File: config.mk
export PLATFORM = sky130hd
export DESIGN_NAME = alu_serial
export DESIGN_NICKNAME = d
export VERILOG_FILES = /design/src/rtl/alu_pkg.sv /design/src/rtl/alu_slice.sv /design/src/rtl/alu_serial.sv
export SDC_FILE = /design/constraint.sdc
export NUM_CORES = 1
export LEC_CHECK = 0
export ABC_AREA = 1
export ABC_CLOCK_PERIOD_IN_PS = 1900
export CAP_MARGIN = 20
export CORE_ASPECT_RATIO = 0.7
export CORE_MARGIN = 1
export CORE_UTILIZATION = 30
export DETAILED_ROUTE_END_ITERATION = 8
export GPL_TIMING_DRIVEN = 0
export PLACE_DENSITY = 0.58
export SYNTH_ARGS = -nofsm -noshare
export SYNTH_HDL_FRONTEND = slang
export SYNTH_HIERARCHICAL = 1
export SYNTH_SLANG_ARGS = --single-unit
File: constraint.sdc
create_clock -name clk -period 1.9 [get_ports clk]
set_clock_uncertainty 0.05 [all_clocks]
set_input_delay 0.285 -clock clk [delete_from_list [all_inputs] [get_ports clk]]
set_output_delay 0.285 -clock clk [all_outputs]
set_load 0.02 [all_outputs]
File: src/rtl/alu_pkg.sv
// -----------------------------------------------------------------------------
// alu_pkg
//   Shared definitions for the bit-serial ALU: operation codes, FSM state
//   encoding and small helpers describing how each operation uses the carry
//   path.
//
//   Operation codes (3 bits):
//     000 ADD   001 AND   010 OR   011 XOR   100 XNOR   101 SUB
//     110, 111  reserved -> result 0, carry out 0
//
//   SUB is computed as A + ~B + 1: operand B is inverted when it is latched
//   and the serial carry is seeded with 1, so the slice adds in both cases.
// -----------------------------------------------------------------------------
package alu_pkg;

  localparam logic [2:0] MODE_ADD  = 3'b000;
  localparam logic [2:0] MODE_AND  = 3'b001;
  localparam logic [2:0] MODE_OR   = 3'b010;
  localparam logic [2:0] MODE_XOR  = 3'b011;
  localparam logic [2:0] MODE_XNOR = 3'b100;
  localparam logic [2:0] MODE_SUB  = 3'b101;

  // Encoded state values kept as plain constants so older code that compares
  // raw 2-bit state words still lines up with the enum below.
  localparam logic [1:0] ST_IDLE_ENC = 2'd0;
  localparam logic [1:0] ST_RUN_ENC  = 2'd1;
  localparam logic [1:0] ST_DONE_ENC = 2'd2;

  typedef enum logic [1:0] {
    S_IDLE = ST_IDLE_ENC,
    S_RUN  = ST_RUN_ENC,
    S_DONE = ST_DONE_ENC
  } state_e;

  // ADD and SUB are the only operations that propagate a carry.
  function automatic logic mode_is_arith(input logic [2:0] mode);
    return (mode == MODE_ADD) || (mode == MODE_SUB);
  endfunction

  // Codes 110/111 produce an all-zero result with no carry.
  function automatic logic mode_is_reserved(input logic [2:0] mode);
    return (mode == 3'b110) || (mode == 3'b111);
  endfunction

  // Initial carry: the "+1" of the two's-complement subtraction.
  function automatic logic mode_carry_init(input logic [2:0] mode);
    return (mode == MODE_SUB);
  endfunction

  // Operand B as presented to the serial datapath (inverted for SUB).
  function automatic logic mode_invert_b(input logic [2:0] mode);
    return (mode == MODE_SUB);
  endfunction

endpackage

File: src/rtl/alu_slice.sv
// -----------------------------------------------------------------------------
// alu_slice
//   Combinational 1-bit ALU slice. Processes one bit position per call:
//   full adder for ADD/SUB, bitwise gates for the logic operations.
//
//   Ports:
//     mode  in  [2:0]  operation code (alu_pkg MODE_*)
//     a     in         operand A bit
//     b     in         operand B bit (already inverted by the caller for SUB)
//     cin   in         carry in (1 on the first SUB bit, else previous cout)
//     x     out        result bit
//     cout  out        carry out; forced 0 for every non-arithmetic mode
// -----------------------------------------------------------------------------
module alu_slice
  import alu_pkg::*;
(
  input  logic [2:0] mode,
  input  logic       a,
  input  logic       b,
  input  logic       cin,
  output logic       x,
  output logic       cout
);

  logic a_xor_b;

  assign a_xor_b = a ^ b;

  always_comb begin
    x    = 1'b0;
    cout = 1'b0;
    case (mode)
      MODE_ADD,
      MODE_SUB: begin
        x    = a_xor_b ^ cin;
        cout = (a & b) | (cin & a_xor_b);
      end
      MODE_AND:  x = a & b;
      MODE_OR:   x = a | b;
      MODE_XOR:  x = a_xor_b;
      MODE_XNOR: x = ~a_xor_b;
      default: begin
        // reserved codes: result and carry stay 0
        x    = 1'b0;
        cout = 1'b0;
      end
    endcase
  end

endmodule

File: src/rtl/alu_serial.sv
// -----------------------------------------------------------------------------
// alu_serial
//   Bit-serial ALU. WIDTH-bit operands are processed LSB first, one bit per
//   clock, through a single alu_slice with a registered carry. A start/done
//   handshake frames each operation; the published result registers only
//   change on the final RUN edge, so a partial result is never visible.
//
//   Parameters:
//     WIDTH   operand/result width, legal range 2..32
//
//   Ports:
//     clk     in               system clock, rising edge
//     rst_n   in               asynchronous active-low reset
//     start   in               request; sampled only in IDLE or DONE
//     mode    in  [2:0]        operation code, latched with the operands
//     a       in  [WIDTH-1:0]  operand A
//     b       in  [WIDTH-1:0]  operand B
//     busy    out              high while in RUN
//     done    out              one-cycle pulse when x/c_out/zero are new
//     x       out [WIDTH-1:0]  result register
//     c_out   out              ADD carry / SUB not-borrow / else 0
//     zero    out              x == 0
//
//   state  | meaning
//   -------+-------------------------------------------------------------
//   S_IDLE | waiting for start; result registers hold last values
//   S_RUN  | one bit per clock through the slice, cnt counts 0..WIDTH-1
//   S_DONE | result just published, done high; start accepted again here
//
//   Latency: start seen at edge 0 -> done high after edge WIDTH.
// -----------------------------------------------------------------------------
module alu_serial
  import alu_pkg::*;
#(
  parameter int WIDTH = 8
) (
  input  logic             clk,
  input  logic             rst_n,
  input  logic             start,
  input  logic [2:0]       mode,
  input  logic [WIDTH-1:0] a,
  input  logic [WIDTH-1:0] b,
  output logic             busy,
  output logic             done,
  output logic [WIDTH-1:0] x,
  output logic             c_out,
  output logic             zero
);

  localparam int                 CNT_W    = $clog2(WIDTH);
  localparam logic [CNT_W-1:0]   CNT_LAST = CNT_W'(WIDTH - 1);

  state_e             state_q;
  state_e             state_d;

  logic [2:0]         mode_q;
  logic [WIDTH-1:0]   op_a_q;
  logic [WIDTH-1:0]   op_b_q;
  // Holds bits already produced; the newest bit enters at the top and the
  // full word is assembled combinationally on the last edge.
  logic [WIDTH-2:0]   res_q;
  logic               carry_q;
  logic [CNT_W-1:0]   cnt_q;

  logic [WIDTH-1:0]   x_q;
  logic               c_out_q;
  logic               zero_q;

  logic               slice_x;
  logic               slice_cout;
  logic [WIDTH-1:0]   res_next;

  logic               accept;
  logic               in_run;
  logic               last_bit;

  alu_slice u_slice (
    .mode (mode_q),
    .a    (op_a_q[0]),
    .b    (op_b_q[0]),
    .cin  (carry_q),
    .x    (slice_x),
    .cout (slice_cout)
  );

  assign in_run   = (state_q == S_RUN);
  assign accept   = start && ((state_q == S_IDLE) || (state_q == S_DONE));
  assign last_bit = in_run && (cnt_q == CNT_LAST);
  assign res_next = {slice_x, res_q};

  always_comb begin
    state_d = state_q;
    case (state_q)
      S_IDLE: if (start) state_d = S_RUN;
      S_RUN:  if (cnt_q == CNT_LAST) state_d = S_DONE;
      S_DONE: state_d = start ? S_RUN : S_IDLE;
      default: state_d = S_IDLE;
    endcase
  end

  always_ff @(posedge clk or negedge rst_n) begin
    if (!rst_n) begin
      state_q <= S_IDLE;
    end else begin
      state_q <= state_d;
    end
  end

  // Operand latch and serial datapath.
  always_ff @(posedge clk or negedge rst_n) begin
    if (!rst_n) begin
      mode_q  <= MODE_ADD;
      op_a_q  <= '0;
      op_b_q  <= '0;
      res_q   <= '0;
      carry_q <= 1'b0;
      cnt_q   <= '0;
    end else if (accept) begin
      mode_q  <= mode;
      op_a_q  <= a;
      op_b_q  <= mode_invert_b(mode) ? ~b : b;
      res_q   <= '0;
      carry_q <= mode_carry_init(mode);
      cnt_q   <= '0;
    end else if (in_run) begin
      op_a_q  <= op_a_q >> 1;
      op_b_q  <= op_b_q >> 1;
      res_q   <= res_next[WIDTH-1:1];
      // the slice already forces cout to 0 for logic and reserved codes
      carry_q <= slice_cout;
      cnt_q   <= cnt_q + CNT_W'(1);
    end
  end

  // Published result: touched only on the final RUN edge.
  always_ff @(posedge clk or negedge rst_n) begin
    if (!rst_n) begin
      x_q     <= '0;
      c_out_q <= 1'b0;
      zero_q  <= 1'b1;
    end else if (last_bit) begin
      x_q     <= res_next;
      c_out_q <= mode_is_arith(mode_q) ? slice_cout : 1'b0;
      zero_q  <= (res_next == '0);
    end
  end

  assign busy  = in_run;
  assign done  = (state_q == S_DONE);
  assign x     = x_q;
  assign c_out = c_out_q;
  assign zero  = zero_q;

endmodule

======== After elaboration in Yosys (flattened, before gate mapping) ========
Index checks and enable logic that the tools add are counted.
operators by class
  add/subtract/negate cells ............... 1
  equal/unequal tests ..................... 11
  multiplexer cells ....................... 18
  bitwise logic cells ..................... 8
  reductions and logical operators ........ 10
operators with widths
  operator                                                          number
  8-bit 2-to-1 mux                                                  5
  7-bit 2-to-1 mux                                                  2
  3-bit == test (second input constant)                             4
  8-bit zero test                                                   1
  8-bit NOT                                                         1
  3-bit by 2-bit == test with 1-bit output (second input constant)  2
  3-bit 2-to-1 mux                                                  2
  2-bit case mux with 3 select lines                                1
  1-bit 2-to-1 mux                                                  5
  1-bit case mux with 5 select lines                                1
  2-bit 2-to-1 mux                                                  2
  3-bit by 1-bit adder with 3-bit output (second input constant)    1
  3-bit by 1-bit == test with 1-bit output (second input constant)  1
  3-bit zero test                                                   1
  1-bit bitwise AND                                                 2
  2-bit by 1-bit == test with 1-bit output (second input constant)  1
  2-bit == test (second input constant)                             1
  1-bit logical AND                                                 2
  2-bit zero test                                                   1
  1-bit logical OR                                                  2
  2-bit by 1-bit != test with 1-bit output (second input constant)  1
  2-bit != test (second input constant)                             1
  1-bit OR                                                          2
  2-bit AND reduction                                               1
  other kinds (4)                                                   5
storage, ports and cells
  flip-flop bits (word level) ............. 42
  input port bits ......................... 22
  output and inout bits ................... 12
  logic and storage cells ................. 58

======== Depth between registers and ports, before layout ========
Gate-level depths: netlist (run 1).
  depth after elaboration ................. 6
  depth in mapped cells ................... 13
  mapped depth without buffers ............ 13

======== Cells and area by module ========
Netlist (run 1), hierarchy kept.
by module, submodules not included
  module      times used  cells an instance  area an instance (µm²)  sequential area each (µm²)
  alu_serial  1           224                1925.6                  1052.3
  alu_slice   1           24                 141.4                   0.0

======== Worst setup path after synthesis (run 1) ========
Ideal clock, no wire load.
  path kind ............................... register -> register
  from .................................... reg op_a_q[0]
  to ...................................... reg zero_q, in the netlist zero
  library setup time ...................... 0.060 ns
  data arrival time ....................... 1.420 ns
  data required time ...................... 1.790 ns
  slack ................................... 0.369 ns
  cell stages (with the launch flop) ...... 9
  buffers on the path ..................... 0
  clock period less this slack ............ 1.531 ns
  path through ............................ dfrtp_1 fa_1 a21oi_2 nand2_1 inv_1 nand3_1 nor2_1 nand2_1 nand2_1
on the way
  cells in the longest elaborated chain, start to end .. 4
  elaborated cells on any way between the ends .. 7
  those cells by class .................... 1 x mux; 5 x bitwise; 1 x reduce/logical
RTL lines
  what                                                   RTL line                          text
  start, declared                                        alu_serial.sv:57                  logic [WIDTH-1:0] op_a_q;
  start signal, assigned                                 alu_serial.sv:126                 op_a_q <= op_a_q >> 1;
  1-bit bitwise XOR                                      alu_slice.sv:27                   assign a_xor_b = a ^ b;
  1-bit bitwise XOR / 1-bit NOT (equally long branches)  alu_slice.sv:35, alu_slice.sv:41
  1-bit case mux with 5 select lines *                   alu_slice.sv:32                   case (mode)
  via slice_x                                            alu_serial.sv:69                  logic slice_x;
  8-bit zero test *                                      alu_serial.sv:144                 zero_q <= (res_next == '0);
  end signal, assigned                                   alu_serial.sv:144
  end, declared                                          alu_serial.sv:67                  logic zero_q;
Mark *: on every way through the listed nets, which the timed path passes. The rest lies on a longest branch.
A chain may end at the register's enable or synchronous reset.

======== Final worst setup path (run 1) ========
  from .................................... reg zero_q, in the netlist zero
  to ...................................... out zero
RTL lines
  what           RTL line          text
  end, declared  alu_serial.sv:47  output logic zero
No word-level cell between the ends.

==> run summary, run 1 <==
status - finished clean
Worst Hold Slack - 350 ps
worst r2r src - op_b_q[0]$_DFFE_PN0P_
max-cap violations - 0
clock sink total - 42
Cell variety after synth - 25
max-slew violations - 0
CTS clk-pin slew, worst paths - 80 ps
synthesis-to-layout area growth - 29.2%
r2r endpoint - zero$_DFFE_PN1P_
min cycle time layout - 1770 ps
Data required, critical path - 1560 ps
Yosys warning total - 6
total CTS buffers - 5
largest net degree at the start of global routing - 33
Placed Area - 2530 um2
critical path fanouts, max - 2
family with the most delay on the worst path - buffers and inverters
Die X - 101 um
grt ovf - 0
r2r setup slk - 240 ps
worst hold path type - input port to async pin
drt drc - 0
die area - 7230 um2
layout cells sized above 1 - 0.150
CTS max path bufs - 2
maximum vdd drop - 442 uV
CP bufs+invs - 1
reg2reg path depth - 13
# port buffers - 33
DR vias/cell - 4.35
Clock Latency Late Sink - 290 ps
crit end category - output port
worst slew pin tran - 387 ps
final period utilization - 0.930
Diodes inserted - 0
Initial Utilization - 0.322
vias in the first global route - 1,544
root buffer cell - clkbuf_8
FF/Latch Area - 1050 um2
Pre-antenna DRT Iters - 4
Fmax achieved - 566 MHz
antenna violations before repair - 0
GRT Util Overall - 0.138
Mapped Cells - 248
nets - 320
RSZ-0062 raised after global routing - no
core area - 6430 um2
CTS tree - built
post-route cell area - 2670 um2
Finished Layout Cells - 385
Worst path slowest cell - clkdlybuf4s50_1
Routability Congestion - 0.750
Wirelength per Cell - 11.4 um
H-tree Lvls - 2
I/O pin count - 34
Critical Path AT - 1430 ps
Pwr per Cell Area - 1600 nW/um2
CP Launch Type - flop
Crit Path Category - flop to output port
row count - 24
Synth area leaders - dfrtp_1, nand2_1, inv_1, nand3_1, o21ai_2
#FFs+latches synth - 42
Synth Net Count - 275
Slew headroom - 0.742
die height - 71.4 um
crit-path cells - clkdlybuf4s50_1
DP HPWL - 3.21 mm
Hold Fails Final Rpt - 0
multi-input logic area - 833 um2
Iteration-0 DRC Markers - 76
Finish-stage setup viols - 0
Synth top area share - 0.496
post-route antenna net violation count - 0
first-pass GRT wire length - 7.58 mm
Yosys top cell by area - dfrtp_1
total power - 4280 uW
placed cell count - 373
register area share after synthesis - 0.509
CP peak stage delay - 590 ps
vias - 1,674
Routed WL - 4.40 mm
syn avg cell area - 8.33 um2
Synth Cell Area - 2070 um2
Leak - 0.00135 uW
Final TNS setup - 0 ps
Fillers - 694
-- cell usage after synthesis --
master	instances
a21oi_1	2
a21boi_0	1
o211ai_2	1
inv_1	30
buf_2	4
inv_2	4
a21oi_2	1
ha_1	4
o22ai_1	7
nand2_4	2
o211ai_1	2
nor2_4	1
dfstp_2	1
nand3_1	18
o21ai_0	12
nand4_1	1
nand2_1	90
nor2_2	2
fa_1	1
buf_6	3
o21ai_2	8
nand2_2	3
dfrtp_1	41
nor2_1	7
o21ai_1	2
-- where the power goes --
part | internal, uW | switching [uW] | total, uW
combinational | 849 | 1160 | 2010
clock | 387 | 317 | 704
sequential | 1310 | 249 | 1560
total | 2550 | 1730 | 4280
-- cells in the final DEF (no fill, tap or decap), types with 2 or more instances in the layout --
master,n
o21ai_2,8
o22ai_1,7
inv_1,30
ha_1,4
o211ai_1,2
buf_4,3
clkinv_2,2
clkdlybuf4s50_1,30
a21oi_1,2
nor2_1,7
dfrtp_1,40
o21ai_1,2
buf_6,3
o21ai_0,12
nand2_1,90
inv_2,4
nand2_4,2
nor2_2,2
clkbuf_8,5
nand2_2,3
nand3_1,18
buf_2,5
-- timing repair --
action,in CTS,in global routing
endpoints found under the hold margin,9,0
buffers inserted,0,3
endpoints found under the setup margin,1,3
hold buffers,1,0
pin swaps,0,1
gates resized for setup,1,2
-- metal layers --
metal / global-route usage / share of wire / wire length (um)
met5: 0 / 0 / 0
met3: 0.0351 / 0.036 / 158
met4: 0.0435 / 0.012 / 51
met1: 0.207 / 0.54 / 2350
met2: 0.192 / 0.42 / 1830
-- area by class of cell --
cell class	instances	share of cell area
buffer	7	0.0201
clock buffer	5	0.0258
clock inverter	3	0.0150
inverter	34	0.0478
multi-input combinational	165	0.312
sequential	42	0.395
tap	91	0.0426
timing repair buffer	38	0.142
-- cells by family (layout without fill, tap and decap cells) --
family                   count (synthesis)  count (layout)  synth area share
adder cells (fa/ha/maj)                  5               5            0.0339
flip-flops                              42              42             0.509
AND/OR/NAND/NOR                        124             124             0.254
AO/OA/AOI/OAI                           36              36             0.115
buffers and inverters                   41              87            0.0878
-- flip-flops by register name, indices dropped and copies added, names as in the netlist, 2 cells and up --
signal   flops
op_b_q       8
mode_q       3
cnt_q        3
op_a_q       8
res_q        7
x            8
state_q      2
-- how the worst max path moves through the flow --
| stage | from | endpoint | slack [ps] | depth (start not counted) |
|---|---|---|---|---|
| 6_report | zero$_DFFE_PN1P_ | zero | 130 | 1 |
| 5_1_grt | op_b_q[0]$_DFFE_PN0P_ | zero$_DFFE_PN1P_ | 20 | 13 |
| 4_1_cts | state_q[1]$_DFFE_PN0P_ | done | 20 | 3 |
| 3_5_place_dp | state_q[0]$_DFFE_PN0P_ | busy | 110 | 4 |
| 3_3_place_gp | rst_n | op_a_q[4]$_DFFE_PN0P_ | -670 | 1 |
| 2_1_floorplan | op_a_q[0]$_DFFE_PN0P_ | zero$_DFFE_PN1P_ | 370 | 8 |
-- stage by stage --
step,worst slack [ps],utilization
floorplan,369,-
global placement,-669,0.391
detailed placement,114,0.393
CTS,24.9,0.411
global route,22.7,0.415
finish,133,0.415
Note: power is estimated with default switching activity, not from simulation.
==> run 2, diff against run 1 <==
- HOLD_SLACK_MARGIN: unset -> 0.08
==> results of run 2 <==
Final layout, timing and power as in run 1 (identical DEF).
